`config.mk`:
```
export PLATFORM = sky130hd
export DESIGN_NAME = imem_boot_loader
export DESIGN_NICKNAME = d
export VERILOG_FILES = /design/src/rtl/imem_boot_loader.sv
export SDC_FILE = /design/constraint.sdc
export NUM_CORES = 1
export LEC_CHECK = 0
export CORE_MARGIN = 2
export CORE_UTILIZATION = 57
export CTS_CLUSTER_DIAMETER = 30
export DETAILED_ROUTE_END_ITERATION = 10
export PLACE_DENSITY_LB_ADDON = 0.08
export SLEW_MARGIN = 25
export SYNTH_ARGS = -nofsm -noshare
export SYNTH_HDL_FRONTEND = slang
export SYNTH_SLANG_ARGS = --single-unit
export TNS_END_PERCENT = 5
```
`constraint.sdc`:
```
create_clock -name clk -period 10.75 [get_ports clk]
set_clock_uncertainty 0.1 [all_clocks]
set_input_delay 3.225 -clock clk [delete_from_list [all_inputs] [get_ports clk]]
set_output_delay 3.225 -clock clk [all_outputs]
set_load 0.03 [all_outputs]
```
`src/rtl/imem_boot_loader.sv`:
```
// Boot loader: parses a framed byte stream (count, LE words, XOR checksum) into
// instruction SRAM writes and holds the CPU in reset until the image verifies.
module imem_boot_loader #(
    parameter int unsigned ADDR_W    = 16,
    parameter int unsigned BASE_ADDR = 0,
    parameter int unsigned MAX_WORDS = 16384
) (
    input  logic              clk,
    input  logic              rst,
    input  logic              rx_valid,
    input  logic [7:0]        rx_data,
    output logic              rx_ready,
    input  logic              restart,
    output logic [3:0]        im_w_en,
    output logic [ADDR_W-1:0] im_addr,
    output logic [31:0]       im_wdata,
    output logic              cpu_hold,
    output logic              load_done,
    output logic              load_err,
    output logic [15:0]       words_loaded
);

    localparam logic [ADDR_W-1:0] L_BASE = ADDR_W'(BASE_ADDR);

    typedef enum logic [2:0] {
        S_HDR_LO,
        S_HDR_HI,
        S_DATA,
        S_CHK,
        S_DONE,
        S_ERR
    } state_t;

    state_t            r_state,  w_state_nxt;
    logic [15:0]       r_count,  w_count_nxt;
    logic [1:0]        r_idx,    w_idx_nxt;
    logic [7:0]        r_chk,    w_chk_nxt;
    logic [3:0]        r_w_en,   w_w_en_nxt;
    logic [ADDR_W-1:0] r_addr,   w_addr_nxt;
    logic [31:0]       r_wdata,  w_wdata_nxt;
    logic [15:0]       r_words,  w_words_nxt;
    logic              r_hold,   w_hold_nxt;
    logic              r_done,   w_done_nxt;
    logic              r_err,    w_err_nxt;

    logic              w_ready;
    logic              w_accept;
    logic [15:0]       w_hdr_count;

    assign w_ready     = (r_state != S_DONE) && (r_state != S_ERR);
    assign w_accept    = rx_valid & w_ready;
    assign w_hdr_count = {rx_data, r_count[7:0]};

    // Next-state and next-output decode
    always_comb begin
        w_state_nxt = r_state;
        w_count_nxt = r_count;
        w_idx_nxt   = r_idx;
        w_chk_nxt   = r_chk;
        w_w_en_nxt  = 4'b0000;
        w_addr_nxt  = r_addr;
        w_wdata_nxt = r_wdata;
        w_words_nxt = r_words;
        w_hold_nxt  = r_hold;
        w_done_nxt  = r_done;
        w_err_nxt   = r_err;

        // Address moves on only once the write cycle has completed
        if (r_w_en != 4'b0000) begin
            w_addr_nxt = r_addr + ADDR_W'(4);
        end

        case (r_state)
            S_HDR_LO: begin
                if (w_accept) begin
                    w_count_nxt[7:0] = rx_data;
                    w_state_nxt      = S_HDR_HI;
                end
            end
            S_HDR_HI: begin
                if (w_accept) begin
                    w_count_nxt = w_hdr_count;
                    if (w_hdr_count == 16'd0) begin
                        w_state_nxt = S_CHK;
                    end else if (32'(w_hdr_count) > MAX_WORDS) begin
                        w_state_nxt = S_ERR;
                        w_err_nxt   = 1'b1;
                    end else begin
                        w_state_nxt = S_DATA;
                    end
                end
            end
            S_DATA: begin
                if (w_accept) begin
                    w_wdata_nxt[{r_idx, 3'b000} +: 8] = rx_data;
                    w_chk_nxt = r_chk ^ rx_data;
                    w_idx_nxt = r_idx + 2'd1;
                    if (r_idx == 2'd3) begin
                        w_w_en_nxt  = 4'b1111;
                        w_words_nxt = r_words + 16'd1;
                        if (r_words + 16'd1 == r_count) begin
                            w_state_nxt = S_CHK;
                        end
                    end
                end
            end
            S_CHK: begin
                if (w_accept) begin
                    if (rx_data == r_chk) begin
                        w_state_nxt = S_DONE;
                        w_done_nxt  = 1'b1;
                        w_hold_nxt  = 1'b0;
                    end else begin
                        w_state_nxt = S_ERR;
                        w_err_nxt   = 1'b1;
                    end
                end
            end
            S_DONE, S_ERR: begin
                if (restart) begin
                    w_state_nxt = S_HDR_LO;
                    w_count_nxt = 16'd0;
                    w_idx_nxt   = 2'd0;
                    w_chk_nxt   = 8'd0;
                    w_addr_nxt  = L_BASE;
                    w_wdata_nxt = 32'd0;
                    w_words_nxt = 16'd0;
                    w_hold_nxt  = 1'b1;
                    w_done_nxt  = 1'b0;
                    w_err_nxt   = 1'b0;
                end
            end
            default: begin
                w_state_nxt = S_HDR_LO;
            end
        endcase
    end

    always_ff @(posedge clk or posedge rst) begin
        if (rst) begin
            r_state <= S_HDR_LO;
            r_count <= 16'd0;
            r_idx   <= 2'd0;
            r_chk   <= 8'd0;
            r_w_en  <= 4'b0000;
            r_addr  <= L_BASE;
            r_wdata <= 32'd0;
            r_words <= 16'd0;
            r_hold  <= 1'b1;
            r_done  <= 1'b0;
            r_err   <= 1'b0;
        end else begin
            r_state <= w_state_nxt;
            r_count <= w_count_nxt;
            r_idx   <= w_idx_nxt;
            r_chk   <= w_chk_nxt;
            r_w_en  <= w_w_en_nxt;
            r_addr  <= w_addr_nxt;
            r_wdata <= w_wdata_nxt;
            r_words <= w_words_nxt;
            r_hold  <= w_hold_nxt;
            r_done  <= w_done_nxt;
            r_err   <= w_err_nxt;
        end
    end

    assign rx_ready     = w_ready;
    assign im_w_en      = r_w_en;
    assign im_addr      = r_addr;
    assign im_wdata     = r_wdata;
    assign cpu_hold     = r_hold;
    assign load_done    = r_done;
    assign load_err     = r_err;
    assign words_loaded = r_words;

endmodule
```
==> results by group, run 1 <==
Critical path
  • Slowest cell on the critical path: clkdlybuf4s50_1
  • Required time of the worst setup path: 10.92 ns
  • Critical path's top delay family: simple AND/OR/NAND/NOR gates
  • Worst setup EP type: flip-flop
  • Highest fanout seen on the critical path: 10
  • Number of cells on the critical path: 7
  • Largest stage delay on the critical path: 0.66 ns
  • Crit path buf inv count: 1
  • Crit start category: input pin
  • List of cells traversed by the critical path: clkdlybuf4s50_1 -> nor4_1 -> nand4_1 -> mux2i_1 -> o32ai_1 -> or4_1 -> o31ai_1
  • Critical Path AT: 5.67 ns
  • R2r worst-path depth: 7
  • Critical path type: in -> reg

Floorplan
  • Placeable core region: 0.008299 sq mm
  • Width of the chip: 96.87 microns
  • Standard-cell rows: 33
  • Die area: 0.009384 sq mm
  • Height of the die: 96.87 microns
  • I/O pin total: 84
  • Starting utilization of the core area: 59.23%

Global route
  • Remaining global-route overflow: 0
  • Initial antenna violation count: 0
  • Total routing usage reported by global routing: 26.55%
  • Pin count of the biggest net entering global routing: 59
  • Global-route wire length before repair: 20600 microns
  • Vias in the first global route: 4164

Clocking
  • Inserted Clock Buffers: 9
  • Number of levels in the clock H-tree: 3
  • Maximum clock insertion buffer count: 2
  • Clock-pin slew on the worst setup and hold paths: 0.10 ns
  • Post_cts resized: 0
  • TritonCTS clock tree: yes
  • Clock insertion delay at the later pin of the skew report: 0.36 ns
  • Setup Buffers After CTS: 0
  • Hold-fix buffers, CTS: 0
  • Number of sinks driven by the clock tree: 95
  • Root buffer cell: clkbuf_8

Synth
  • Synthesis-stage register bit count: 95
  • Leading area contributor after synthesis: dfrtp_1
  • Share of Yosys cell area claimed by the top area cell type: 47.85%
  • Async SR Flop Fraction: 100.0%
  • Commonest register cell after synthesis: dfrtp_1
  • Library cell with the highest instance count after synthesis: nand2_1
  • Post-Syn Area per Cell: 8.794 sq um
  • Unique masters post-synth: 54
  • Top cell types by occurrence after synthesis: nand2_1, dfrtp_1, o21ai_0
  • Proportion of synthesized chip area in sequential cells: 48.38%
  • Syn Std Cell Area: 0.004916 sq mm
  • Number of flops mapped to enable cells by yosys: 0
  • Top cells by area in the synthesized netlist: dfrtp_1, nand2_1, o21ai_0
  • Post-Syn Instances: 559
  • Yosys Warn Count: 0

Layout
  • Antenna fix cells: 0
  • Non-Filler Instances: 730
  • Finished Core Util: 71.70%
  • Final-stage net count: 638
  • Fraction of final layout cells with drive strength greater than 1: 5.120%
  • Area added between synthesis and finish: 21.05%

Placed design
  • Placed Instances: 714
  • Weighted congestion reported at the end of routability-driven placement: 0.9230
  • Number of buffers inserted by port buffering: 81
  • Detail Placement HPWL: 8269 microns

Routing
  • Vias after detailed routing: 4304
  • First-pass DRT Iterations: 5
  • Wirelength, routed: 11900 microns
  • Count of antenna-violating nets left after detailed routing: 0
  • Routed WL per cell: 16.30 microns
  • Vias per std cell: 5.896
  • First-iteration detailed-routing DRC count: 316
  • DRC errors left: 0

Timing
  • Final worst hold slack: 0.3761 ns
  • Worst-case headroom to the max-slew limit: 40.24%
  • Total setup violations reported at the end of the flow: 0
  • Fmax: 182.0 MHz
  • Hold Violations, Final: 0
  • Transition at the pin with the smallest max-transition slack: 0.8904 ns
  • Setup repair after global routing missed its margin: false
  • Final-report max-slew violation count: 0
  • Setup total negative slack: 0 ns
  • Minimum period implied by the final worst setup slack: 5.496 ns
  • Crit share post-route: 51.12%

Power and ir drop
  • Peak ir drop on the vdd network: 0.1060 mV
  • Leakage power figure: 2.495 nW
  • Power per cell area: 202.9 mW/mm^2

Worst hold path
  • Number of instances on the worst hold path: 2
  • HP Class: reg -> reg

Run
  • Max-Cap Viols: 0

Outcome
  • Result of the run: finished, final reports clean
## worst min-delay path, stage by stage, from the launching register on
cell	delay [ns]
dfstp_2	0.38
nand2_1	0.05
nand2_1	0.05
## power by group
group | total [mW] | switching, mW | leakage (nW) | internal (mW)
Sequential | 0.504 | 0.0778 | 1.29 | 0.426
Combinational | 0.435 | 0.269 | 1.09 | 0.166
Clock | 0.268 | 0.129 | 0.117 | 0.139
## state kept, by name, summed over array words and instances, names as in the netlist
| name | count |
|---|---|
| load_done | 1 |
| im_w_en | 1 |
| im_wdata | 32 |
| load_err | 1 |
| im_addr | 14 |
| cpu_hold | 1 |
| r_state | 3 |
| r_chk | 8 |
| r_count | 16 |
| words_loaded | 16 |
| r_idx | 2 |
## area by class of cell
cell class,count,area (sq um)
sequential,95,2379
inverter,12,46.29
timing repair buffer,85,840.8
clock inverter,6,91.34
fill,650,2349
multi-input combinational,417,2325
clock buffer,10,137.6
tap,105,131.4
## through the flow
stage / cell area, sq um / power, mW / worst slack (ns)
final: 5951 / 1.207 / 5.254
after global routing: 5951 / 1.282 / 5.007
after CTS: 5947 / 1.208 / 5.274
after detailed placement: 5718 / 0.9384 / 4.899
after global placement: 5718 / 0.9245 / 5.000
after floorplan: 4920 / 0.7918 / 4.950
## cells in the final DEF, fill, tap and decap left out, types with 13 or more instances in the layout
cell type	Yosys	layout
nand3_1	16	16
nand2_1	121	121
clkdlybuf4s50_1	0	81
nor2_1	38	38
xnor2_1	21	21
dfrtp_1	94	94
xor2_1	16	16
o21ai_0	86	86
o31ai_1	13	13
## routing by layer
metal	GRT usage, %	wire [microns]
met1	37.85	5242
met2	41.40	5668
met3	4.118	713
met4	9.859	278
met5	0	0
## logic make-up after synthesis
logic type | after synthesis | synth area share, %
xor+xnor | 37 | 6.592
buf+inv | 48 | 4.479
compound gates | 137 | 16.37
fa+ha+maj | 6 | 1.527
other cells | 1 | 0.07628
simple gates | 229 | 21.35
flops | 95 | 48.38
mux | 6 | 1.222
## final timing paths
path,slack [ns],to,startpoint
setup / recovery,5.25,r_state[0]$_DFFE_PP0P_,rx_data[0]
hold / removal,0.38,cpu_hold$_DFFE_PP1P_,cpu_hold$_DFFE_PP1P_
setup reg to reg,7.81,r_state[0]$_DFFE_PP0P_,words_loaded[0]$_DFFE_PP0P_
hold reg to reg,0.38,cpu_hold$_DFFE_PP1P_,cpu_hold$_DFFE_PP1P_
max in group asynchronous,6.26,load_err$_DFFE_PP0P_,rst
min in group asynchronous,3.14,im_wdata[2]$_DFFE_PP0P_,rst
(Power assumes the default switching activity.)
==> run 2: changes to the inputs <==
--- a/config.mk
+++ b/config.mk
@@ -6,7 +6,7 @@
 export NUM_CORES = 1
 export LEC_CHECK = 0
 export CORE_MARGIN = 2
-export CORE_UTILIZATION = 57
+export CORE_UTILIZATION = 48
 export CTS_CLUSTER_DIAMETER = 30
 export DETAILED_ROUTE_END_ITERATION = 10
 export PLACE_DENSITY_LB_ADDON = 0.08
==> constraint.sdc (replaced) <==
create_clock -name clk -period 5 [get_ports clk]
set_clock_uncertainty 0.1 [all_clocks]
set_input_delay 1.5 -clock clk [delete_from_list [all_inputs] [get_ports clk]]
set_output_delay 1.5 -clock clk [all_outputs]
set_load 0.03 [all_outputs]
==> run 2 against run 1 <==
Non-clock buffer count grew 6. Design area grew 0.82%. Core utilization shrank 11 points. Wire length grew 1.9%. Sequential share of layout area shrank 0.33 points. Critical path depth shrank 4. Via count shrank 1.9%. Sequential cell count is the same. Global-route usage shrank 3.7 points. Count of clock-buffer cells in the layout is the same. Largest power group unchanged.
==> results by group, run 2 (synthesized netlist as in run 1, its figures left out) <==
Outcome
  • Result of the run: finished, final reports clean

Placed design
  • Number of buffers inserted by port buffering: 81
  • Weighted congestion reported at the end of routability-driven placement: 0.8807
  • Detail Placement HPWL: 8237 microns

Critical path
  • Highest fanout seen on the critical path: 12
  • Critical Path AT: 2.11 ns
  • List of cells traversed by the critical path: nor2b_1 -> clkinv_1 -> clkdlybuf4s50_1
  • Reg-to-reg setup timing slack: 2.14 ns
  • Slowest cell on the critical path: clkdlybuf4s50_1
  • Critical path type: reg -> out
  • Required time of the worst setup path: 3.40 ns
  • Crit start category: flip-flop
  • Worst setup EP type: output port
  • Largest stage delay on the critical path: 0.70 ns

Power and ir drop
  • Leakage power figure: 2.502 nW
  • Power per cell area: 417.4 mW/mm^2
  • Peak ir drop on the vdd network: 0.1736 mV

Layout
  • Finished Core Util: 60.82%
  • Commonest cells after routing, fill and taps aside: nand2_1, dfrtp_1, o21ai_0
  • Area added between synthesis and finish: 22.04%
  • Antenna fix cells: 0
  • Leading cell type in the layout, fill and taps excluded: nand2_1
  • Fraction of final layout cells with drive strength greater than 1: 5.864%
  • Max FFs per register: 32
  • Final-stage net count: 644

Timing
  • Hold Violations, Final: 0
  • Fmax: 269.4 MHz
  • Crit share post-route: 74.24%
  • Transition at the pin with the smallest max-transition slack: 0.9461 ns
  • Total setup violations reported at the end of the flow: 0
  • Minimum period implied by the final worst setup slack: 3.712 ns
  • Setup repair after global routing missed its margin: false
  • Worst-case headroom to the max-slew limit: 36.50%
  • Setup total negative slack: 0 ns
  • Final-report max-slew violation count: 0

Routing
  • Wirelength, routed: 12130 microns
  • Vias per std cell: 5.526
  • First-pass DRT Iterations: 5
  • Count of antenna-violating nets left after detailed routing: 0
  • DRC errors left: 0
  • First-iteration detailed-routing DRC count: 268
  • Routed WL per cell: 15.88 microns
  • Vias after detailed routing: 4222

Global route
  • Remaining global-route overflow: 0
  • Vias in the first global route: 3981
  • Total routing usage reported by global routing: 22.86%
  • Global-route wire length before repair: 20270 microns
  • Initial antenna violation count: 0
  • Pin count of the biggest net entering global routing: 52

Clocking
  • Setup Buffers After CTS: 0
  • Inserted Clock Buffers: 9
  • Hold-fix buffers, CTS: 0
  • TritonCTS clock tree: yes
  • Maximum clock insertion buffer count: 2
  • Post_cts resized: 0
  • Root buffer cell: clkbuf_8
  • Number of levels in the clock H-tree: 3
  • Clock insertion delay at the later pin of the skew report: 0.37 ns
  • Number of sinks driven by the clock tree: 95
  • Clock-pin slew on the worst setup and hold paths: 0.10 ns

Floorplan
  • Height of the die: 105.2 microns
  • Standard-cell rows: 36
  • Width of the chip: 105.2 microns
  • Starting utilization of the core area: 49.84%
  • Placeable core region: 0.009864 sq mm
  • Die area: 0.01107 sq mm
  • I/O pin total: 84

Worst hold path
  • HP Class: reg -> reg

Run
  • Max-Cap Viols: 0
## run 2: cell count changes in the layout (fill, tap and decap cells not counted), sizes merged
cell      previous run  this run
clkinv               4         1
clkinvlp             0         2
inv                 12        15
buf                  4        10
bufinv               2         0
## run 2: per-layer routing
layer	track usage [%]	vias to the layer above	routed length (microns)
met5	0	-	0
met4	7.714	0	204
met3	3.805	15	647
met2	34.47	129	5610
met1	33.37	2023	5670
li1	-	2055	-
## run 2: worst paths after layout
path                                             startpoint                     end  cells past startpoint
worst min register to register         cpu_hold$_DFFE_PP1P_    cpu_hold$_DFFE_PP1P_                      2
worst min-delay path                   cpu_hold$_DFFE_PP1P_    cpu_hold$_DFFE_PP1P_                      2
worst max-delay path                 r_state[1]$_DFFE_PP0P_                rx_ready                      3
max in group asynchronous                               rst    cpu_hold$_DFFE_PP1P_                      3
worst max register to register  words_loaded[0]$_DFFE_PP0P_  r_state[0]$_DFFE_PP0P_                      7
min in group asynchronous                               rst   im_addr[15]$_DFF_PP0_                      2
## run 2: metrics by stage
stage | power [mW] | worst slack [ns] | instances | hold slack (ns) | cell area (sq um)
2_1_floorplan | 1.702 | 0.9246 | 560 | 0.3713 | 4920
3_3_place_gp | 2.006 | 1.089 | 748 | 0.3498 | 5811
3_5_place_dp | 2.020 | 0.9933 | 748 | 0.3591 | 5811
4_1_cts | 2.514 | 1.284 | 764 | 0.3750 | 5998
5_1_grt | 2.670 | 1.104 | 764 | 0.3870 | 6000
6_report | 2.504 | 1.288 | 764 | 0.3711 | 6000
## run 2: final cells by class
cell class / instances / area, sq um
sequential: 95 / 2379
tap: 133 / 166.4
inverter: 12 / 47.55
clock buffer: 10 / 137.6
timing repair buffer: 91 / 898.4
clock inverter: 6 / 50.05
multi-input combinational: 417 / 2321
fill: 852 / 3865
## run 2: worst max-delay path, delay by kind of cell, from the launching register on
kind	cells	cell delay (ns)
buffers and inverters	2	1.03
DFF	1	0.51
and+or+nand+nor	1	0.21
## run 2: where the power goes
group,total (mW),leakage (nW),internal [mW],switching (mW)
Sequential,1.08,1.29,0.917,0.160
Clock,0.498,0.0903,0.202,0.296
Combinational,0.929,1.13,0.364,0.565
==> run 3: changes to the inputs <==
==> constraint.sdc (replaced) <==
create_clock -name clk -period 3.4 [get_ports clk]
set_clock_uncertainty 0.1 [all_clocks]
set_input_delay 1.02 -clock clk [delete_from_list [all_inputs] [get_ports clk]]
set_output_delay 1.02 -clock clk [all_outputs]
set_load 0.03 [all_outputs]
==> run 3 against run 2 <==
First-iteration DRC count down 3.4%. Clock power up 68%. Non-clock buffer count up 15. Total power up 55%. Register-to-register slack worse by 1.6 ns. Combinational power up 57%. Sequential share of layout area down 1.0 points. Critical path depth unchanged. Critical path type unchanged. Design area up 2.7%. Sequential cell count unchanged.
==> results by group, run 3 (synthesized netlist as in run 1, its figures left out) <==
Floorplan
  • Starting utilization of the core area: 49.84%
  • Standard-cell rows: 36
  • I/O pin total: 84
  • Width of the chip: 105.2 microns
  • Die area: 0.01107 sq mm
  • Height of the die: 105.2 microns
  • Placeable core region: 0.009864 sq mm

Critical path
  • Critical Path AT: 2.16 ns
  • Worst setup EP type: output port
  • Number of cells on the critical path: 3
  • R2r worst-path depth: 7
  • Critical path's top delay family: buffers and inverters
  • Crit path buf inv count: 2
  • End of the worst register-to-register path: r_state[0]$_DFFE_PP0P_
  • List of cells traversed by the critical path: nor2b_1 -> clkinv_1 -> clkdlybuf4s50_1
  • Required time of the worst setup path: 2.28 ns
  • Critical path type: reg -> out
  • Critical Path Sink: rx_ready
  • Slowest cell on the critical path: clkdlybuf4s50_1
  • Reg-to-reg setup timing slack: 0.57 ns
  • Start of the worst register-to-register path: words_loaded[1]$_DFFE_PP0P_
  • Startpoint of the worst setup timing path: r_state[1]$_DFFE_PP0P_
  • Largest stage delay on the critical path: 0.72 ns
  • Highest fanout seen on the critical path: 12
  • Crit start category: flip-flop

Layout
  • Final-layout fill cell count: 845
  • Footprint of the multi-input gates: 0.002325 sq mm
  • Area added between synthesis and finish: 25.32%
  • Fraction of final layout cells with drive strength greater than 1: 8.204%
  • Commonest cells after routing, fill and taps aside: nand2_1, dfrtp_1, o21ai_0
  • Sequential standard cell area: 0.002379 sq mm
  • Leading cell type in the layout, fill and taps excluded: nand2_1
  • Final non-filler cell area: 0.006161 sq mm
  • Final-stage net count: 659
  • Max FFs per register: 32
  • Antenna fix cells: 0

Routing
  • Routed WL per cell: 16.10 microns
  • First-iteration detailed-routing DRC count: 259
  • Vias per std cell: 5.497
  • Vias after detailed routing: 4282
  • Wirelength, routed: 12540 microns
  • Count of antenna-violating nets left after detailed routing: 0
  • First-pass DRT Iterations: 5
  • DRC errors left: 0

Global route
  • Initial antenna violation count: 0
  • Pin count of the biggest net entering global routing: 57
  • Vias in the first global route: 4097
  • Remaining global-route overflow: 0
  • Total routing usage reported by global routing: 23.85%
  • Global-route wire length before repair: 20970 microns

Timing
  • Final-report max-slew violation count: 0
  • Fmax: 304.8 MHz
  • Crit share post-route: 96.49%
  • Worst-case headroom to the max-slew limit: 39.39%
  • Transition at the pin with the smallest max-transition slack: 0.9021 ns
  • Setup total negative slack: 0 ns
  • Total setup violations reported at the end of the flow: 0
  • Setup repair after global routing missed its margin: false
  • Minimum period implied by the final worst setup slack: 3.281 ns
  • Hold Violations, Final: 0

Clocking
  • Inserted Clock Buffers: 9
  • TritonCTS clock tree: yes
  • Post_cts resized: 0
  • Number of levels in the clock H-tree: 3
  • Hold-fix buffers, CTS: 0
  • Clock insertion delay at the later pin of the skew report: 0.37 ns
  • Clock-pin slew on the worst setup and hold paths: 0.09 ns
  • Number of sinks driven by the clock tree: 95
  • Setup Buffers After CTS: 0
  • Root buffer cell: clkbuf_8
  • Maximum clock insertion buffer count: 2

Placed design
  • Weighted congestion reported at the end of routability-driven placement: 0.8862
  • Detail Placement HPWL: 8976 microns
  • Placed cell areas: 0.005942 sq mm
  • Number of buffers inserted by port buffering: 81

Worst hold path
  • HP Class: reg -> reg

Power and ir drop
  • Peak ir drop on the vdd network: 0.3207 mV
  • Leakage power figure: 2.593 nW
  • Power per cell area: 629.4 mW/mm^2

Run
  • Max-Cap Viols: 0

Outcome
  • Result of the run: finished, final reports clean
==> run 3: cell count changes in the layout (fill, tap and decap cells not counted), sizes merged <==
cell    before  now
clkinv       1    3
buf         10   25
inv         15   12
bufinv       0    2
clkbuf      10    9
==> run 3: worst min path at each step <==
stage | startpoint | to | slack, ns | depth (start not counted)
finish | cpu_hold$_DFFE_PP1P_ | cpu_hold$_DFFE_PP1P_ | 0.37 | 2
global route | cpu_hold$_DFFE_PP1P_ | cpu_hold$_DFFE_PP1P_ | 0.38 | 2
CTS | cpu_hold$_DFFE_PP1P_ | cpu_hold$_DFFE_PP1P_ | 0.37 | 2
detailed placement | cpu_hold$_DFFE_PP1P_ | cpu_hold$_DFFE_PP1P_ | 0.36 | 2
global placement | cpu_hold$_DFFE_PP1P_ | cpu_hold$_DFFE_PP1P_ | 0.35 | 2
floorplan | r_chk[7]$_DFFE_PP0P_ | r_chk[7]$_DFFE_PP0P_ | 0.37 | 1
==> run 3: power by group <==
group / switching, mW / total (mW) / leakage, nW / internal [mW]
logic: 0.885 / 1.46 / 1.20 / 0.574
clock network: 0.422 / 0.839 / 0.110 / 0.417
registers: 0.231 / 1.58 / 1.29 / 1.35
total: 1.54 / 3.88 / 2.59 / 2.34
==> run 3: per-layer routing <==
metal | global-route usage (%) | vias to the layer above | share of wire (%)
met5 | 0 | - | 0
met4 | 9.905 | 0 | 2.8
met3 | 3.556 | 27 | 4.1
met2 | 37.10 | 124 | 47
met1 | 33.33 | 2050 | 46
li1 | - | 2081 | -
==> run 3: metrics by stage <==
stage | util (%) | std cells | worst slack, ns | total power, mW | hold slack [ns]
2_1_floorplan | - | 560 | 0.5973 | 2.504 | 0.3713
3_3_place_gp | 60.24 | 763 | 0.1272 | 3.024 | 0.3485
3_5_place_dp | 60.24 | 763 | 0.03619 | 3.052 | 0.3587
4_1_cts | 62.46 | 779 | 0.1456 | 3.884 | 0.3721
5_1_grt | 62.46 | 779 | 0.01441 | 4.120 | 0.3823
6_report | 62.46 | 779 | 0.1192 | 3.878 | 0.3723
==> run 3: tightest hold or removal path, delay by kind of cell, from the launching register on <==
kind          cells  cell delay [ns]
flops             1             0.38
simple gates      2             0.10
==> run 3: cell type report <==
type | count | area share, %
flip-flops and latches | 95 | 38.61
multi-input cells | 417 | 37.73
repair buffers | 106 | 16.61
well taps | 133 | 2.701
clock buffers | 9 | 2.011
clock inverters | 7 | 1.543
inverters | 12 | 0.7920
